**src/rtl/emio_btn_pkg.sv**
```systemverilog
// Shared types and EMIO bit positions for the button conditioner.
// The FSM state enum lives here so every per-button instance uses the same encoding.
package emio_btn_pkg;

   localparam int NUM_BTN_DEFAULT = 4;
   localparam int MAX_PACKED_BTN  = 4;

   typedef enum logic [1:0] {
      STABLE_LO = 2'd0,
      WAIT_HI   = 2'd1,
      STABLE_HI = 2'd2,
      WAIT_LO   = 2'd3
   } btn_state_e;

   // Fields of the status word returned to the PS on EMIOGPIOI
   localparam int GPIO_I_LEVEL_LSB = 0;
   localparam int GPIO_I_FLAG_LSB  = 4;
   localparam int GPIO_I_CNT_LSB   = 8;
   localparam int GPIO_I_CNT_W     = 8;

   // Control strobes written by the PS on EMIOGPIOO
   localparam int GPIO_O_ACK_LSB   = 4;
   localparam int GPIO_O_CLR_LSB   = 8;

endpackage

```
**src/rtl/emio_btn_debounce.sv**
```systemverilog
// One button: 2-flop synchronizer, 4-state debounce FSM with stability counter,
// registered debounced level and a one-cycle press pulse on each committed rising edge.
module emio_btn_debounce
   import emio_btn_pkg::*;
#(
   parameter int DEBOUNCE_CYCLES = 50000
) (
   input  logic clk,
   input  logic rst_n,
   input  logic btn,
   output logic level,
   output logic press
);

   // The cycle that enters WAIT already counts as the first stable cycle, so the
   // commit fires on the edge where the counter would step to DEBOUNCE_CYCLES-1.
   localparam logic [15:0] COMMIT_AT = 16'(DEBOUNCE_CYCLES - 2);

   logic [1:0]  sync_q;
   logic        raw_s;
   btn_state_e  state_q, state_d;
   logic [15:0] cnt_q, cnt_d;

   assign raw_s = sync_q[1];

   always_ff @(posedge clk or negedge rst_n) begin
      if (!rst_n) begin
         sync_q  <= '0;
         state_q <= STABLE_LO;
         cnt_q   <= '0;
         level   <= 1'b0;
         press   <= 1'b0;
      end else begin
         sync_q  <= {sync_q[0], btn};
         state_q <= state_d;
         cnt_q   <= cnt_d;
         level   <= (state_d == STABLE_HI) || (state_d == WAIT_LO);
         press   <= (state_q == WAIT_HI) && (state_d == STABLE_HI);
      end
   end

   always_comb begin
      state_d = state_q;
      cnt_d   = cnt_q;
      unique case (state_q)
         STABLE_LO: begin
            if (raw_s) begin
               state_d = WAIT_HI;
               cnt_d   = '0;
            end
         end
         WAIT_HI: begin
            if (!raw_s) begin
               state_d = STABLE_LO;
               cnt_d   = '0;
            end else begin
               cnt_d = cnt_q + 16'd1;
               if (cnt_q == COMMIT_AT) state_d = STABLE_HI;
            end
         end
         STABLE_HI: begin
            if (!raw_s) begin
               state_d = WAIT_LO;
               cnt_d   = '0;
            end
         end
         WAIT_LO: begin
            if (raw_s) begin
               state_d = STABLE_HI;
               cnt_d   = '0;
            end else begin
               cnt_d = cnt_q + 16'd1;
               if (cnt_q == COMMIT_AT) state_d = STABLE_LO;
            end
         end
         default: begin
            state_d = STABLE_LO;
            cnt_d   = '0;
         end
      endcase
   end

endmodule

```
**src/rtl/emio_btn_conditioner.sv**
```systemverilog
// Debounced board buttons exposed to the PS7 over EMIO: levels, sticky press flags
// and 8-bit press counters, with ack/clear strobes coming back on EMIOGPIOO.
module emio_btn_conditioner
   import emio_btn_pkg::*;
#(
   parameter int DEBOUNCE_CYCLES = 50000,
   parameter int NUM_BTN         = NUM_BTN_DEFAULT
) (
   input  logic               clk,
   input  logic               rst_n,
   input  logic [NUM_BTN-1:0] btn,
   input  logic [63:0]        emio_gpio_o,
   output logic [63:0]        emio_gpio_i,
   output logic [NUM_BTN-1:0] btn_level,
   output logic [NUM_BTN-1:0] btn_press
);

   localparam int NUM_PACK = (NUM_BTN < MAX_PACKED_BTN) ? NUM_BTN : MAX_PACKED_BTN;

   logic [MAX_PACKED_BTN-1:0] ack_now, ack_q, ack_rise;
   logic [MAX_PACKED_BTN-1:0] clr_now, clr_q, clr_rise;
   logic [NUM_PACK-1:0]       flag_q;
   logic [GPIO_I_CNT_W-1:0]   press_cnt_q [NUM_PACK];
   logic                      unused_gpio_o;

   for (genvar g = 0; g < NUM_BTN; g++) begin : g_btn
      emio_btn_debounce #(
         .DEBOUNCE_CYCLES (DEBOUNCE_CYCLES)
      ) u_debounce (
         .clk   (clk),
         .rst_n (rst_n),
         .btn   (btn[g]),
         .level (btn_level[g]),
         .press (btn_press[g])
      );
   end

   // EMIOGPIOO is already in the clk domain; only a one-cycle history is kept for edges
   assign ack_now  = emio_gpio_o[GPIO_O_ACK_LSB +: MAX_PACKED_BTN];
   assign clr_now  = emio_gpio_o[GPIO_O_CLR_LSB +: MAX_PACKED_BTN];
   assign ack_rise = ack_now & ~ack_q;
   assign clr_rise = clr_now & ~clr_q;
   assign unused_gpio_o = ^{emio_gpio_o[63:GPIO_O_CLR_LSB+MAX_PACKED_BTN],
                            emio_gpio_o[GPIO_O_ACK_LSB-1:0]};

   always_ff @(posedge clk or negedge rst_n) begin
      if (!rst_n) begin
         ack_q  <= '0;
         clr_q  <= '0;
         flag_q <= '0;
         for (int i = 0; i < NUM_PACK; i++) press_cnt_q[i] <= '0;
      end else begin
         ack_q <= ack_now;
         clr_q <= clr_now;
         for (int i = 0; i < NUM_PACK; i++) begin
            // A press arriving with the ack must not be lost, so set beats clear
            if (btn_press[i])     flag_q[i] <= 1'b1;
            else if (ack_rise[i]) flag_q[i] <= 1'b0;

            if (clr_rise[i])       press_cnt_q[i] <= btn_press[i] ? 8'd1 : 8'd0;
            else if (btn_press[i]) press_cnt_q[i] <= press_cnt_q[i] + 8'd1;
         end
      end
   end

   // Pure wiring of flop outputs, so the status word stays registered
   always_comb begin
      emio_gpio_i = '0;
      for (int i = 0; i < NUM_PACK; i++) begin
         emio_gpio_i[GPIO_I_LEVEL_LSB + i] = btn_level[i];
         emio_gpio_i[GPIO_I_FLAG_LSB + i]  = flag_q[i];
         emio_gpio_i[GPIO_I_CNT_LSB + GPIO_I_CNT_W*i +: GPIO_I_CNT_W] = press_cnt_q[i];
      end
   end

endmodule
```
**config.mk**
```make
export PLATFORM = sky130hd
export DESIGN_NAME = emio_btn_conditioner
export DESIGN_NICKNAME = d
export VERILOG_FILES = /design/src/rtl/emio_btn_pkg.sv /design/src/rtl/emio_btn_debounce.sv /design/src/rtl/emio_btn_conditioner.sv
export SDC_FILE = /design/constraint.sdc
export NUM_CORES = 1
export LEC_CHECK = 0
export BUFFER_PORTS_ARGS = -buffer_cell sky130_fd_sc_hd__buf_2
export CORE_AREA = 3 3 113 115
export DETAILED_ROUTE_END_ITERATION = 6
export DIE_AREA = 0 0 116 118
export PLACE_DENSITY = 0.89
export RECOVER_POWER = 25
export SLEW_MARGIN = 40
export SYNTH_ARGS = -nofsm -noshare
export SYNTH_HDL_FRONTEND = slang
export SYNTH_SLANG_ARGS = --single-unit
```
**constraint.sdc**
```tcl
create_clock -name clk -period 2.4 [get_ports clk]
set_clock_uncertainty 0.2 [all_clocks]
set_input_delay 0.48 -clock clk [delete_from_list [all_inputs] [get_ports clk]]
set_output_delay 0.48 -clock clk [all_outputs]
set_load 0.01 [all_outputs]
```
==> impl_metrics.env <==
export IMPL_drcViolationCount=0
export IMPL_routed_wl_um=13500
export IMPL_maxSlewHeadroom_pct=20.2
export IMPL_synth_top_cell_area_share_pct=50.9
export IMPL_clk_pin_slew_ns=0.06
export IMPL_yosys_warnings=0
export IMPL_fin_setup_tns_ns=0
export IMPL_p_leak_nw=3.42
export IMPL_h_tree_depth=4
export IMPL_layout_drive_gt1_share_pct=15.9
export IMPL_cts_buffers=17
export IMPL_die_x_um=116
export IMPL_setup_viol=0
export IMPL_syn_to_final_growth_pct=17.3
export IMPL_worstMarginPinSlew_ns=1.20
export IMPL_syn_area_per_cell_sq_um=10.1
export IMPL_ir_drop_mv=0.473
export IMPL_clock_latency_ns=0.41
export IMPL_hp_class="reg2reg"
export IMPL_wire_per_inst_um=15.3
export IMPL_start_util_pct=54.5
export IMPL_synth_area_sq_um=6490
export IMPL_report_final_slew_viol_count=0
export IMPL_max_stage_delay_ns=0.56
export IMPL_synth_common_cells="132 x dfrtp_1, 71 x nor2_1, 54 x nand2_1"
export IMPL_via_count=4941
export IMPL_io_pin_count=142
export IMPL_antenna_found_initial=0
export IMPL_required_ns=2.49
export IMPL_post_route_min_period_ns=2.14
export IMPL_critical_path_class="reg2reg"
export IMPL_post_route_period_util_pct=89.0
export IMPL_startpoint_type="flip-flop"
export IMPL_track_usage_pct=20.9
export IMPL_grt_pass1_vias=4952
export IMPL_n_antenna_cell=0
export IMPL_postRouteAntennaNets=0
export IMPL_synthTopCellsByArea="dfrtp_1 51%, xnor2_1 6.3%, buf_4 4.2%"
export IMPL_slowest_stage="or4_1"
export IMPL_hold_viol=0
export IMPL_clock_fmax_mhz=468
export IMPL_grt_max_degree=50
export IMPL_synth_cells=645
export IMPL_arrival_ns=2.23
export IMPL_crit_chain="or4_1, nor4_2, mux2_2"
export IMPL_cts_buffer_depth=2
export IMPL_synthArstFlopShare_pct=100
export IMPL_grt_pass1_wl_um=23200
export IMPL_first_pass_iters=5
export IMPL_place_gp_congestion=0.881
export IMPL_cp_end_kind="flip-flop"
export IMPL_nNetsFinal=805
export IMPL_max_cap_violations=0
export IMPL_fp_dieArea_sq_um=13700
export IMPL_placementRows=40
export IMPL_synth_seq_cells=132
export IMPL_postCtsSetupBuffers=0
export IMPL_io_buffers=61
export IMPL_synth_edf_count=0
export IMPL_gr_total_overflow=0
export IMPL_root_buffer="clkbuf_16"
export IMPL_power_w=0.00523
export IMPL_core_sq_um=11900
export IMPL_drt_initial_drc_count=370
export IMPL_rsz0062_at_grt="false"
export IMPL_die_h_um=118
export IMPL_synth_top_area_cell="dfrtp_1"
export IMPL_hold_buffers=13
export IMPL_viasPerCell=5.60
export IMPL_dp_hpwl_um=8490
export IMPL_status="completed"
export IMPL_yosysMostFrequentCell="dfrtp_1"
export IMPL_cts_tree="done"
export IMPL_crit_fanout=6
export IMPL_synth_distinct_cells=44
export IMPL_numClockSinks=132
export IMPL_synth_ff_type="dfrtp_1"
export IMPL_ctsResizeCount=0
export IMPL_ys_seq_area_share_pct=50.9
export IMPL_p_per_area_nw_per_um2=687
## area by class of cell
type	count	area (sq um)
fillers	865	4300
flip-flops and latches	132	3300
multi-input cells	471	2900
repair buffers	90	549
clock buffers	20	457
well taps	147	184
clock inverters	12	179
inverters	11	41.3
## power by group
group | switching, W | internal, W | total (W)
logic | 0.000147 | 0.0000643 | 0.000212
clock network | 0.000940 | 0.00179 | 0.00273
registers | 0.0000293 | 0.00226 | 0.00228
total | 0.00112 | 0.00411 | 0.00523
## per-stage QoR
stage / hold WS, ns / utilization, % / instances / worst slack (ns) / cell area [sq um]
after floorplan: -0.0156 / - / 668 / 0.401 / 6570
after global placement: 0.133 / 57.6 / 838 / 0.232 / 6860
after detailed placement: 0.136 / 57.6 / 838 / 0.174 / 6860
after CTS: 0.149 / 64.0 / 883 / 0.126 / 7630
after global routing: 0.166 / 63.9 / 883 / 0.114 / 7610
final: 0.147 / 63.9 / 883 / 0.264 / 7610
## flip-flops by register name (all words and copies together), names as in the netlist
| register | cells |
|---|---|
| ack_q | 4 |
| clr_q | 4 |
| g_btn.u_debounce.press | 4 |
| g_btn.u_debounce.sync_q | 8 |
| g_btn.u_debounce.state_q | 8 |
| g_btn.u_debounce.level | 4 |
| flag_q | 4 |
| emio_gpio_i | 32 |
| g_btn.u_debounce.cnt_q | 64 |
## placed cells by master, fill, tap and decap left out, drive strengths merged, types with 13 or more instances in the layout
cell type,Yosys,routed
a21oi,14,14
buf,38,68
clkbuf,16,29
conb,1,24
dfrtp,132,132
dlygate4sd3,0,13
nand2,54,54
nand3,33,33
nand4,26,26
nor2,71,71
nor3,15,15
nor4,16,16
o21ai,22,22
o22ai,15,15
xnor2,47,47
xor2,26,26
## worst paths after layout
path                       slack (ns)  cells past startpoint                       endpoint                          start
max                              0.26                      3      g_btn[2].u_debounce.level  g_btn[2].u_debounce.cnt_q[10]
min in group asynchronous        0.66                      2  g_btn[0].u_debounce.sync_q[0]                          rst_n
max reg2reg                      0.26                      3      g_btn[2].u_debounce.level  g_btn[2].u_debounce.cnt_q[10]
max in group asynchronous        0.35                      3                emio_gpio_i[16]                          rst_n
min                              0.15                      0  g_btn[0].u_debounce.sync_q[1]  g_btn[0].u_debounce.sync_q[0]
min reg2reg                      0.15                      0  g_btn[0].u_debounce.sync_q[1]  g_btn[0].u_debounce.sync_q[0]
## critical path, delay by kind of cell (launching register included)
family        cells  cell delay, ns
simple gates      2            1.00
flops             1            0.44
mux               1            0.38
## per-layer routing
metal,vias to the layer above,wire (um),track usage [%]
met5,-,0,0
met4,0,208,6.53
met3,19,794,6.22
met2,170,6890,34.5
met1,2401,5580,26.4
li1,2351,-,-
## kinds of logic after synthesis
kind of cell | synth area share (%)
muxes | 2.35
DFF | 50.9
xor gates and xnor gates | 9.86
adders and majority gates | 2.31
other | 0.0578
and+or+nand+nor | 22.6
AOI/OAI and AO/OA | 6.04
buffers and inverters | 5.88
Power figures use the tool's default switching activity.
